## config.mk

```make
export PLATFORM = sky130hd
export DESIGN_NAME = cache_front_end_wq
export DESIGN_NICKNAME = d
export VERILOG_FILES = /design/src/rtl/cache_front_end_wq_pkg.sv /design/src/rtl/cache_front_end_wq_fe_write_queue.sv /design/src/rtl/cache_front_end_wq.sv
export SDC_FILE = /design/constraint.sdc
export NUM_CORES = 1
export LEC_CHECK = 0
export BUFFER_PORTS_ARGS = -buffer_cell sky130_fd_sc_hd__buf_2
export CAP_MARGIN = 20
export CORE_AREA = 2 2 200 202
export CTS_CLUSTER_DIAMETER = 120
export CTS_CLUSTER_SIZE = 16
export DETAILED_ROUTE_END_ITERATION = 8
export DIE_AREA = 0 0 202 204
export GPL_TIMING_DRIVEN = 0
export PLACE_DENSITY = 0.69
export SLEW_MARGIN = 20
export SYNTH_ARGS = -nofsm -noshare
export SYNTH_HDL_FRONTEND = slang
export SYNTH_HIERARCHICAL = 1
export SYNTH_SLANG_ARGS = --single-unit
```

## constraint.sdc

```tcl
create_clock -name clk -period 4.8 [get_ports clk]
set_clock_uncertainty 0.1 [all_clocks]
set_input_delay 1.2 -clock clk [delete_from_list [all_inputs] [get_ports clk]]
set_output_delay 1.2 -clock clk [all_outputs]
set_load 0.005 [all_outputs]
```

## src/rtl/cache_front_end_wq_pkg.sv

```systemverilog
// Shared encodings for the cache front-end: FE request FSM and data-port arbiter states,
// plus the default cache-control address width used by cache control as well.
package cache_front_end_wq_pkg;

  localparam int CTRL_ADDR_W_DEF = 5;

  typedef enum logic [1:0] {
    F_IDLE = 2'd0,
    F_RD   = 2'd1,
    F_CTRL = 2'd2,
    F_RESP = 2'd3
  } fe_state_t;

  typedef enum logic [1:0] {
    D_IDLE  = 2'd0,
    D_WRITE = 2'd1,
    D_READ  = 2'd2
  } d_state_t;

endpackage

```

## src/rtl/cache_front_end_wq_fe_write_queue.sv

```systemverilog
// Posted-write FIFO for the cache front-end: circular storage, head outputs and a
// per-entry address match used to detect read-after-write hazards.
module fe_write_queue
  import cache_front_end_wq_pkg::*;
#(
  parameter int ADDR_W = 30,
  parameter int DATA_W = 32,
  parameter int NBYTES = 4,
  parameter int DEPTH  = 4
) (
  input  logic              clk,
  input  logic              reset,
  input  logic              push,
  input  logic [ADDR_W-1:0] push_addr,
  input  logic [DATA_W-1:0] push_data,
  input  logic [NBYTES-1:0] push_strb,
  input  logic              pop,
  output logic [ADDR_W-1:0] head_addr,
  output logic [DATA_W-1:0] head_data,
  output logic [NBYTES-1:0] head_strb,
  output logic              empty,
  output logic              full,
  input  logic [ADDR_W-1:0] match_addr,
  output logic [DEPTH-1:0]  match
);

  localparam int PTR_W = $clog2(DEPTH);

  logic [ADDR_W-1:0] q_addr [DEPTH];
  logic [DATA_W-1:0] q_data [DEPTH];
  logic [NBYTES-1:0] q_strb [DEPTH];
  logic [PTR_W-1:0]  wr_ptr, rd_ptr;
  logic [PTR_W:0]    count;
  logic [PTR_W-1:0]  off;

  always_ff @(posedge clk or posedge reset) begin
    if (reset) begin
      wr_ptr <= '0;
      rd_ptr <= '0;
      count  <= '0;
    end else begin
      if (push) wr_ptr <= wr_ptr + PTR_W'(1);
      if (pop)  rd_ptr <= rd_ptr + PTR_W'(1);
      if (push && !pop)      count <= count + (PTR_W+1)'(1);
      else if (pop && !push) count <= count - (PTR_W+1)'(1);
    end
  end

  always_ff @(posedge clk) begin
    if (push) begin
      q_addr[wr_ptr] <= push_addr;
      q_data[wr_ptr] <= push_data;
      q_strb[wr_ptr] <= push_strb;
    end
  end

  assign head_addr = q_addr[rd_ptr];
  assign head_data = q_data[rd_ptr];
  assign head_strb = q_strb[rd_ptr];
  assign empty     = (count == '0);
  assign full      = (count == (PTR_W+1)'(DEPTH));

  // An entry is live when its distance from the head is below the count; the head
  // stays live while it is being written out, so an in-flight write still blocks.
  always_comb begin
    match = '0;
    off   = '0;
    for (int i = 0; i < DEPTH; i++) begin
      off = PTR_W'(i) - rd_ptr;
      if (({1'b0, off} < count) && (q_addr[i] == match_addr)) match[i] = 1'b1;
    end
  end

endmodule

```

## src/rtl/cache_front_end_wq.sv

```systemverilog
// Cache front-end: routes CPU requests to cache memory or cache control, posts writes
// through a write queue and stalls reads only on a true address hazard.
//  state   | meaning
//  F_IDLE  | accept a request
//  F_RD    | read latched, waiting for arbiter issue and data_ready
//  F_CTRL  | cache-control access outstanding
//  F_RESP  | one-cycle ready pulse
//  D_IDLE  | data port free
//  D_WRITE | queue head on the data port
//  D_READ  | front-end read on the data port
module cache_front_end_wq
  import cache_front_end_wq_pkg::*;
#(
  parameter int FE_ADDR_W   = 32,
  parameter int FE_DATA_W   = 32,
  parameter int WQ_DEPTH    = 4,
  parameter int CTRL_CACHE  = 0,
  parameter int CTRL_ADDR_W = CTRL_ADDR_W_DEF,
  parameter int WORD_ADDR   = 0,
  localparam int FE_NBYTES  = FE_DATA_W / 8,
  localparam int FE_BYTES_W = $clog2(FE_NBYTES),
  localparam int IN_ADDR_W  = CTRL_CACHE + FE_ADDR_W - ((WORD_ADDR != 0) ? FE_BYTES_W : 0),
  localparam int WADDR_W    = FE_ADDR_W - FE_BYTES_W
) (
  input  logic                   clk,
  input  logic                   reset,
  input  logic                   valid,
  input  logic [IN_ADDR_W-1:0]   addr,
  input  logic [FE_DATA_W-1:0]   wdata,
  input  logic [FE_NBYTES-1:0]   wstrb,
  output logic                   ready,
  output logic [FE_DATA_W-1:0]   rdata,
  output logic                   data_valid,
  output logic [WADDR_W-1:0]     data_addr,
  output logic [FE_DATA_W-1:0]   data_wdata,
  output logic [FE_NBYTES-1:0]   data_wstrb,
  input  logic [FE_DATA_W-1:0]   data_rdata,
  input  logic                   data_ready,
  output logic                   ctrl_valid,
  output logic [CTRL_ADDR_W-1:0] ctrl_addr,
  input  logic [FE_DATA_W-1:0]   ctrl_rdata,
  input  logic                   ctrl_ready,
  output logic                   wq_empty,
  output logic                   wq_full
);

  localparam int CA_LSB = (WORD_ADDR != 0) ? 0 : FE_BYTES_W;

  fe_state_t fe_state, fe_next;
  d_state_t  d_state, d_next;

  logic [WADDR_W-1:0]   in_waddr, rd_addr;
  logic [WADDR_W-1:0]   head_addr;
  logic [FE_DATA_W-1:0] head_data;
  logic [FE_NBYTES-1:0] head_strb;
  logic [WQ_DEPTH-1:0]  raw_match;
  logic ctrl_sel, push, pop, latch_rd, ctrl_start, ctrl_done;
  logic issue_rd, issue_wr, rd_done;
  logic unused_bits;

  if (WORD_ADDR != 0) begin : g_word_addr
    assign in_waddr = addr[WADDR_W-1:0];
  end else begin : g_byte_addr
    assign in_waddr = addr[FE_BYTES_W +: WADDR_W];
  end

  assign unused_bits = ^addr;
  assign ctrl_sel    = (CTRL_CACHE != 0) && addr[IN_ADDR_W-1];
  assign ready       = (fe_state == F_RESP);

  fe_write_queue #(
    .ADDR_W (WADDR_W),
    .DATA_W (FE_DATA_W),
    .NBYTES (FE_NBYTES),
    .DEPTH  (WQ_DEPTH)
  ) u_wq (
    .clk        (clk),
    .reset      (reset),
    .push       (push),
    .push_addr  (in_waddr),
    .push_data  (wdata),
    .push_strb  (wstrb),
    .pop        (pop),
    .head_addr  (head_addr),
    .head_data  (head_data),
    .head_strb  (head_strb),
    .empty      (wq_empty),
    .full       (wq_full),
    .match_addr (rd_addr),
    .match      (raw_match)
  );

  always_ff @(posedge clk or posedge reset) begin
    if (reset) begin
      fe_state <= F_IDLE;
      d_state  <= D_IDLE;
    end else begin
      fe_state <= fe_next;
      d_state  <= d_next;
    end
  end

  always_comb begin
    fe_next    = fe_state;
    push       = 1'b0;
    latch_rd   = 1'b0;
    ctrl_start = 1'b0;
    ctrl_done  = 1'b0;
    case (fe_state)
      F_IDLE: if (valid) begin
        if (ctrl_sel) begin
          if (wq_empty) begin
            ctrl_start = 1'b1;
            fe_next    = F_CTRL;
          end
        end else if (|wstrb) begin
          if (!wq_full) begin
            push    = 1'b1;
            fe_next = F_RESP;
          end
        end else begin
          latch_rd = 1'b1;
          fe_next  = F_RD;
        end
      end
      F_RD:   if (rd_done) fe_next = F_RESP;
      F_CTRL: if (ctrl_ready) begin
        ctrl_done = 1'b1;
        fe_next   = F_RESP;
      end
      default: fe_next = F_IDLE;
    endcase
  end

  // A pending read wins over draining when both could start on the same edge.
  always_comb begin
    d_next   = d_state;
    issue_rd = 1'b0;
    issue_wr = 1'b0;
    pop      = 1'b0;
    rd_done  = 1'b0;
    case (d_state)
      D_IDLE: begin
        if ((fe_state == F_RD) && !(|raw_match)) begin
          issue_rd = 1'b1;
          d_next   = D_READ;
        end else if (!wq_empty) begin
          issue_wr = 1'b1;
          d_next   = D_WRITE;
        end
      end
      D_WRITE: if (data_ready) begin
        pop    = 1'b1;
        d_next = D_IDLE;
      end
      D_READ: if (data_ready) begin
        rd_done = 1'b1;
        d_next  = D_IDLE;
      end
      default: d_next = D_IDLE;
    endcase
  end

  always_ff @(posedge clk or posedge reset) begin
    if (reset) begin
      rd_addr    <= '0;
      rdata      <= '0;
      ctrl_valid <= 1'b0;
      ctrl_addr  <= '0;
      data_valid <= 1'b0;
      data_addr  <= '0;
      data_wdata <= '0;
      data_wstrb <= '0;
    end else begin
      if (latch_rd) rd_addr <= in_waddr;
      if (ctrl_start) begin
        ctrl_valid <= 1'b1;
        ctrl_addr  <= addr[CA_LSB +: CTRL_ADDR_W];
      end
      if (ctrl_done) begin
        ctrl_valid <= 1'b0;
        rdata      <= ctrl_rdata;
      end
      if (rd_done) rdata <= data_rdata;
      if (issue_rd) begin
        data_valid <= 1'b1;
        data_addr  <= rd_addr;
        data_wdata <= '0;
        data_wstrb <= '0;
      end else if (issue_wr) begin
        data_valid <= 1'b1;
        data_addr  <= head_addr;
        data_wdata <= head_data;
        data_wstrb <= head_strb;
      end else if (pop || rd_done) begin
        data_valid <= 1'b0;
      end
    end
  end

endmodule

```

==> impl_metrics.tcl, run 1 <==
set metrics [dict create \
    status "finished clean" \
    p_sw_mw 4.06 \
    cts_htree_levels 1 \
    register_area_mm2 0.0114 \
    p_per_area_mw_per_mm2 570 \
    io_pins 245 \
    worstSetupEndpointType "flip-flop" \
    min_to "rdata[26]" \
    clk_pin_slew_ns 0.08 \
    leakage_nw 8.10 \
    gp_congestion 0.863 \
    fp.dieH_um 204 \
    start_kind "flip-flop" \
    power_mw 11.6 \
    synthArstFlopShare_pct 34.7 \
    grt_pass1_wl_um 66600 \
    nFillCells 3245 \
    dieArea_mm2 0.0412 \
    finalNetCount 1477 \
    maxCapViolCount 0 \
    cts_tree "built" \
    ir_worst_vdd_mv 0.296 \
    synth-edff-count 264 \
    cpMaxStageDelayCell "nor4_1" \
    finalCriticalPeriod_ns 3.93 \
    cp_data_arrival_time_ns 4.34 \
    reg2reg_depth 12 \
    final_common_cell "edfxtp_1" \
    numCtsBuffers 29 \
    worstPathMaxFanout 10 \
    critPathRequiredTime_ns 5.21 \
    hold_path_class "flip-flop to flip-flop" \
    worst_r2r_endpoint "data_wdata[13]" \
    grt_use_total_pct 21.8 \
    yosys_register_bits 404 \
    ys_types 51 \
    path_class "flip-flop to flip-flop" \
    final_cell_mix "264 x edfxtp_1, 261 x buf_2, 140 x dfrtp_1, 107 x xor2_1, 66 x mux4_2" \
    p_sw_share_pct 35.1 \
    area.growth.synth_to_final_pct 17.0 \
    wire_per_inst_um 24.1 \
    synth_area_per_cell_um2 16.7 \
    drive_gt1_share_pct 31.7 \
    crit_chain "clkbuf_1, buf_2, inv_1, ha_1, a2111oi_0, nand4_1, nor4_1, nor3_4, a21oi_1, buf_2, buf_2, a22o_1" \
    grt_overflow 0 \
    finalSetupViolCount 0 \
    first_iter_violations 761 \
    clk_path_buf_depth 3 \
    period_share_pct 81.8 \
    seqPwrFrac_pct 42.1 \
    r2r_slack_ns 0.87 \
    synth_warnings 6 \
    clock_latency_ns 0.58 \
    fmax_mhz 255 \
    synth_ff_type "edfxtp_1" \
    start_util_pct 44.3 \
    ys_seq_area_share_pct 65.8 \
    core_mm2 0.0392 \
    syn_area_mm2 0.0174 \
    netlist_instances 1042 \
    r2r-start "u_wq/rd_ptr[1]" \
    cts_sinks 404 \
    final_core_util_pct 51.8 \
    dr.pass1.iters 5 \
    grt_setup_unrepaired "false" \
    drc_errors 0 \
    place.detailed.hpwl_um 31300 \
    max_slew_margin_pct 29.1 \
    hp-start "rdata[26]" \
    num_vias 10500 \
    critPathMaxStageDelay_ns 0.52 \
    tightest_slew_ns 1.06 \
    intPower_mw 7.51 \
    drtAntennaViolNets 0 \
    cts.hold.buffers_added 0 \
    pwr-share-comb_pct 37.9 \
    whs_path_depth 2 \
    ctsResizeCount 0 \
    hold_viol 0 \
    grt_max_degree 41 \
    die_w_um 202 \
    p_clk_share_pct 20.0 \
    cts_setup_buffers 0 \
    viasPerCell 5.58 \
    drv_slew 0 \
    antenna_found_initial 8 \
    grt_pass1_vias 10600 \
    num_rows 73 \
    routed_wl_um 45200 \
    root_buffer "clkbuf_16" \
    crit_top_cell "buf_2" \
    multi_input_area_mm2 0.00558 \
    io_buffers 236 \
]
per-stage QoR:
| stage | cells | cell area [µm²] | TNS, ns | worst slack [ns] | hold WS, ns |
|---|---|---|---|---|---|
| after detailed placement | 1817 | 19500 | 0 | 0.954 | 0.366 |
| after CTS | 1871 | 20300 | 0 | 0.901 | 0.384 |
| final | 1874 | 20300 | 0 | 0.872 | 0.379 |
| after global placement | 1808 | 19200 | -182.28 | -0.741 | 0.364 |
| after global routing | 1874 | 20300 | 0 | 0.706 | 0.414 |
| after floorplan | 1047 | 17400 | 0 | 1.02 | 0.373 |
synth_stat cells, drive strengths merged, types with 16 or more instances:
library cell	n	area, µm²
edfxtp	264	7930
dfrtp	140	3500
xor2	107	937
mux4	66	1490
nand2	37	139
a22o	36	315
buf	35	204
mux2i	34	340
o21ai	34	170
mux2	31	349
clkbuf	30	113
nand3b	29	218
nand4b	29	254
o221a	29	327
nor4	24	175
xnor2	20	175
inv	18	67.6
ha	16	200
layout make-up:
class / count / share of cell area (%)
buffer: 65 / 1.56
clock buffer: 52 / 4.00
antenna: 3 / 0.0370
clock inverter: 2 / 0.179
timing repair buffer: 245 / 6.89
sequential: 404 / 56.3
tap: 525 / 3.23
multi-input combinational: 560 / 27.5
inverter: 18 / 0.351
power groups by stage:
| stage | registers [mW] | clock network [mW] | logic [mW] |
|---|---|---|---|
| floorplan | 4.87 | 0 | 2.77 |
| global placement | 4.94 | 0 | 4.29 |
| detailed placement | 4.94 | 0 | 4.40 |
| CTS | 4.87 | 2.37 | 4.41 |
| global route | 4.95 | 2.50 | 4.73 |
| finish | 4.87 | 2.32 | 4.38 |
worst max path at each step:
stage | from | to | slack, ns
2_1_floorplan | wstrb[1] | u_wq/q_addr[0][0] | 1.02
3_3_place_gp | wstrb[0] | u_wq/q_addr[1][4] | -0.74
3_5_place_dp | u_wq/rd_ptr[1] | data_wdata[13] | 0.95
4_1_cts | u_wq/rd_ptr[1] | data_wdata[13] | 0.90
5_1_grt | u_wq/rd_ptr[1] | data_wdata[12] | 0.71
6_report | u_wq/rd_ptr[1] | data_wdata[13] | 0.87
per-layer routing:
layer | GRT usage (%) | vias to the layer above | share of wire (%)
met2 | 35.6 | 426 | 48
met4 | 6.88 | 10 | 2.5
met5 | 0 | - | 0.13
met3 | 4.83 | 77 | 7.6
met1 | 29.1 | 5348 | 41
li1 | - | 4593 | -
worst max-delay path, delay by kind of cell (launching register included):
| kind | cells | cell delay, ns |
|---|---|---|
| DFF | 1 | 0.36 |
| and+or+nand+nor | 3 | 0.86 |
| buffers and inverters | 5 | 1.43 |
| adders and majority gates | 1 | 0.21 |
| AOI/OAI and AO/OA | 3 | 0.89 |
state kept, by name, summed over array words and instances (netlist names):
| signal | cells |
|---|---|
| u_wq/wr_ptr | 2 |
| data_wstrb | 4 |
| rd_addr | 30 |
| data_addr | 30 |
| u_wq/q_strb | 16 |
| u_wq/q_addr | 120 |
| u_wq/count | 3 |
| rdata | 32 |
| u_wq/rd_ptr | 2 |
| d_state | 2 |
| data_wdata | 32 |
| u_wq/q_data | 128 |
| data_valid | 1 |
| fe_state | 2 |
logic make-up after synthesis:
kind of cell | Yosys count | share of synthesized area, %
muxes | 131 | 12.5
buffers and inverters | 83 | 2.21
adders and majority gates | 17 | 1.27
other | 1 | 0.0216
AOI/OAI and AO/OA | 124 | 5.92
DFF | 404 | 65.8
xor gates and xnor gates | 127 | 6.40
and+or+nand+nor | 155 | 5.82
Power figures use the tool's default switching activity.
==> run 2: changes to the inputs <==
ABC_AREA = 1   (was unset)
CORE_AREA = 2 2 206 208   (was 2 2 200 202)
DIE_AREA = 0 0 208 210   (was 0 0 202 204)
clock period = 3.33 ns   (was 4.8 ns; I/O delays follow)
==> run 2 against run 1 <==
Net effect: synthesized cell count increased by 77%; power is 58% higher; global-route usage is 2.4 points higher; critical path type is now input port to flip-flop; critical endpoint is now u_wq/q_strb[1][1].
==> impl_metrics.tcl, run 2 <==
set metrics [dict create \
    status "finished clean" \
    numCtsBuffers 29 \
    grt_pass1_vias 14200 \
    start_kind "input port" \
    tightest_slew_ns 0.890 \
    finalCriticalPeriod_ns 3.19 \
    cts_htree_levels 1 \
    grt_max_degree 35 \
    tns_ns 0 \
    ys_seq_area_share_pct 62.1 \
    place.detailed.hpwl_um 38200 \
    worst_slack_ns 0.140 \
    grt_setup_unrepaired "false" \
    synth_simple_gate_area_share_pct 20.8 \
    nFillCells 3698 \
    critical-path-top-delay-family "buffers and inverters" \
    yosys_register_bits 404 \
    synth-edff-count 264 \
    reg_top3 "u_wq/q_data x128, u_wq/q_addr x120" \
    synth_xor_area_share_pct 2.09 \
    num_rows 75 \
    fmax_mhz 314 \
    netlist_instances 1844 \
    synth_area_per_cell_um2 9.98 \
    grt_pass1_wl_um 81000 \
    seqPwrFrac_pct 38.8 \
    met2_length_um 25900 \
    synth_common_cells "605 x nand2_1, 264 x edfxtp_1, 216 x nand3_1, 140 x dfrtp_1, 127 x inv_1" \
    synth_top_cell_by_area "edfxtp_1" \
    largest_register "u_wq/q_data" \
    hold_viol 0 \
    synth_top_family_by_area "simple AND/OR/NAND/NOR gates" \
    placedCellCount 2638 \
    critPathRequiredTime_ns 3.52 \
    ir_worst_vdd_mv 0.461 \
    synthArstFlopShare_pct 34.7 \
    synth_compound_area_share_pct 8.06 \
    dieArea_mm2 0.0437 \
    r2r_slack_ns 0.18 \
    final_cell_mix "604 x nand2_1, 265 x buf_2, 264 x edfxtp_1, 216 x nand3_1, 140 x dfrtp_1" \
    dp_slack_ns -0.553 \
    cts.hold.buffers_added 0 \
    synth_adder_area_share_pct 1.20 \
    ys_top_cells_by_area "edfxtp_1 43%, dfrtp_1 19%, nand2_1 12%" \
    synth.most_common_cell "nand2_1" \
    fp.dieH_um 210 \
    clk_path_buf_depth 3 \
    cts_sinks 404 \
    maxCapViolCount 0 \
    synthMuxAreaShare_pct 0 \
    final_core_util_pct 51.9 \
    core_mm2 0.0415 \
    worst-path-buf-inv 7 \
    grt_use_total_pct 24.2 \
    crit_top_cell "nand2_1" \
    worst_r2r_endpoint "data_addr[0]" \
    period_share_pct 95.8 \
    cp_data_arrival_time_ns 3.38 \
    power_mw 18.3 \
    p_clk_share_pct 18.4 \
    max_slew_margin_pct 40.7 \
    p_sw_share_pct 40.9 \
    drive_gt1_share_pct 18.9 \
    cts_tree "built" \
    syn_area_mm2 0.0184 \
    wire_per_inst_um 20.1 \
    antenna_found_initial 7 \
    synth_top_area_share_pct 43.1 \
    finalSetupViolCount 0 \
    ys_types 34 \
    io_pins 245 \
    gp_congestion 0.868 \
    grt_overflow 0 \
    synth_warnings 6 \
    clock_latency_ns 0.60 \
    clk_pin_slew_ns 0.08 \
    leakage_nw 9.50 \
    wl_met1_um 22200 \
    start_util_pct 44.4 \
    viasPerCell 5.35 \
    reg2reg_depth 16 \
    dr_wl_met3_um 4650 \
    io_buffers 236 \
    crit_chain "buf_2, nor2_1, nand2_1, clkbuf_1, nand2_1, inv_1, clkbuf_1, nand2_1, clkinvlp_4, buf_16, buf_16" \
    num_vias 14400 \
    root_buffer "clkbuf_16" \
    largest_reg_flops 128 \
    final_cells 2698 \
    drtAntennaViolNets 0 \
    synth_ff_type "edfxtp_1" \
    path_class "input port to flip-flop" \
    cpMaxStageDelayCell "clkbuf_1" \
    area.growth.synth_to_final_pct 17.0 \
    finalNetCount 2287 \
    p_per_area_mw_per_mm2 849 \
    drv_slew 0 \
    critPathMaxStageDelay_ns 0.53 \
    worstSetupEndpointType "flip-flop" \
    die_w_um 208 \
    drc_errors 0 \
    routed_wl_um 54300 \
    hold_path_class "input port to asynchronous set/reset pin" \
    dr.pass1.iters 5 \
    highest_layer "met5" \
    r2r-start "u_wq/rd_ptr[1]" \
    first_iter_violations 1435 \
    p_sw_mw 7.48 \
    intPower_mw 10.8 \
    pwr-share-comb_pct 42.8 \
    worstPathMaxFanout 21 \
    final_common_cell "nand2_1" \
]
run 2: metrics by stage:
stage          instance area (µm²)  hold WS (ns)
6_report                     21500         0.131
5_1_grt                      21500         0.120
4_1_cts                      21500        0.0940
3_5_place_dp                 20600         0.354
3_3_place_gp                 20300         0.353
2_1_floorplan                18400         0.365
run 2: how the worst max path moves through the flow:
| stage | start | to | slack [ns] | cells after the start |
|---|---|---|---|---|
| 2_1_floorplan | valid | u_wq/q_addr[0][0] | 0.29 | 8 |
| 3_3_place_gp | valid | u_wq/q_addr[2][3] | -1.32 | 9 |
| 3_5_place_dp | wstrb[2] | u_wq/q_data[2][16] | -0.55 | 11 |
| 4_1_cts | u_wq/rd_ptr[1] | data_addr[0] | 0.005 | 16 |
| 5_1_grt | wstrb[2] | u_wq/q_strb[1][1] | 0.02 | 11 |
| 6_report | wstrb[2] | u_wq/q_strb[1][1] | 0.14 | 11 |
run 2: power by group through the flow:
| stage | Sequential, mW | Clock [mW] | Combinational, mW |
|---|---|---|---|
| after floorplan | 7.13 | 0 | 4.72 |
| after global placement | 7.18 | 0 | 7.46 |
| after detailed placement | 7.19 | 0 | 7.67 |
| after CTS | 7.09 | 3.46 | 7.72 |
| after global routing | 7.22 | 3.62 | 8.61 |
| final | 7.10 | 3.36 | 7.83 |
run 2: cell type report:
cell class                      instances  area, µm²  area share, %
Antenna cell                            4       10.0         0.0465
Buffer                                102        598           2.78
Clock buffer                           51        808           3.75
Clock inverter                          2       36.3          0.168
Inverter                              129        505           2.35
Multi-Input combinational cell       1213       5960           27.7
Sequential cell                       404      11400           53.1
Tap cell                              539        674           3.13
Timing Repair Buffer                  253       1510           7.03
Timing Repair inverter                  1       5.00         0.0232
run 2: logic make-up after synthesis:
logic type,Yosys count
adders and majority gates,17
AOI/OAI and AO/OA,207
xor gates and xnor gates,44
other,1
buffers and inverters,232
and+or+nand+nor,939
DFF,404
run 2: what timing repair did:
| action | 4_1_cts | 5_1_grt |
|---|---|---|
| resized for setup | 3 | 23 |
| cloned | 1 | 0 |
| setup endpoints to repair | 121 | 176 |
| pin swaps | 0 | 2 |
| setup buffers | 0 | 3 |
run 2: routing by layer:
metal,vias to the layer above,track usage (%)
li1,6763,-
met1,6915,31.9
met2,640,40.1
met3,104,4.71
met4,6,8.14
met5,-,0
run 2: worst reg2reg max path, delay by kind of cell, from the launching register on:
family	cells	cell delay (ns)
AND/OR/NAND/NOR	11	1.39
buffers and inverters	3	0.79
flip-flops	1	0.39
AO/OA/AOI/OAI	1	0.06
adder cells (fa/ha/maj)	1	0.29
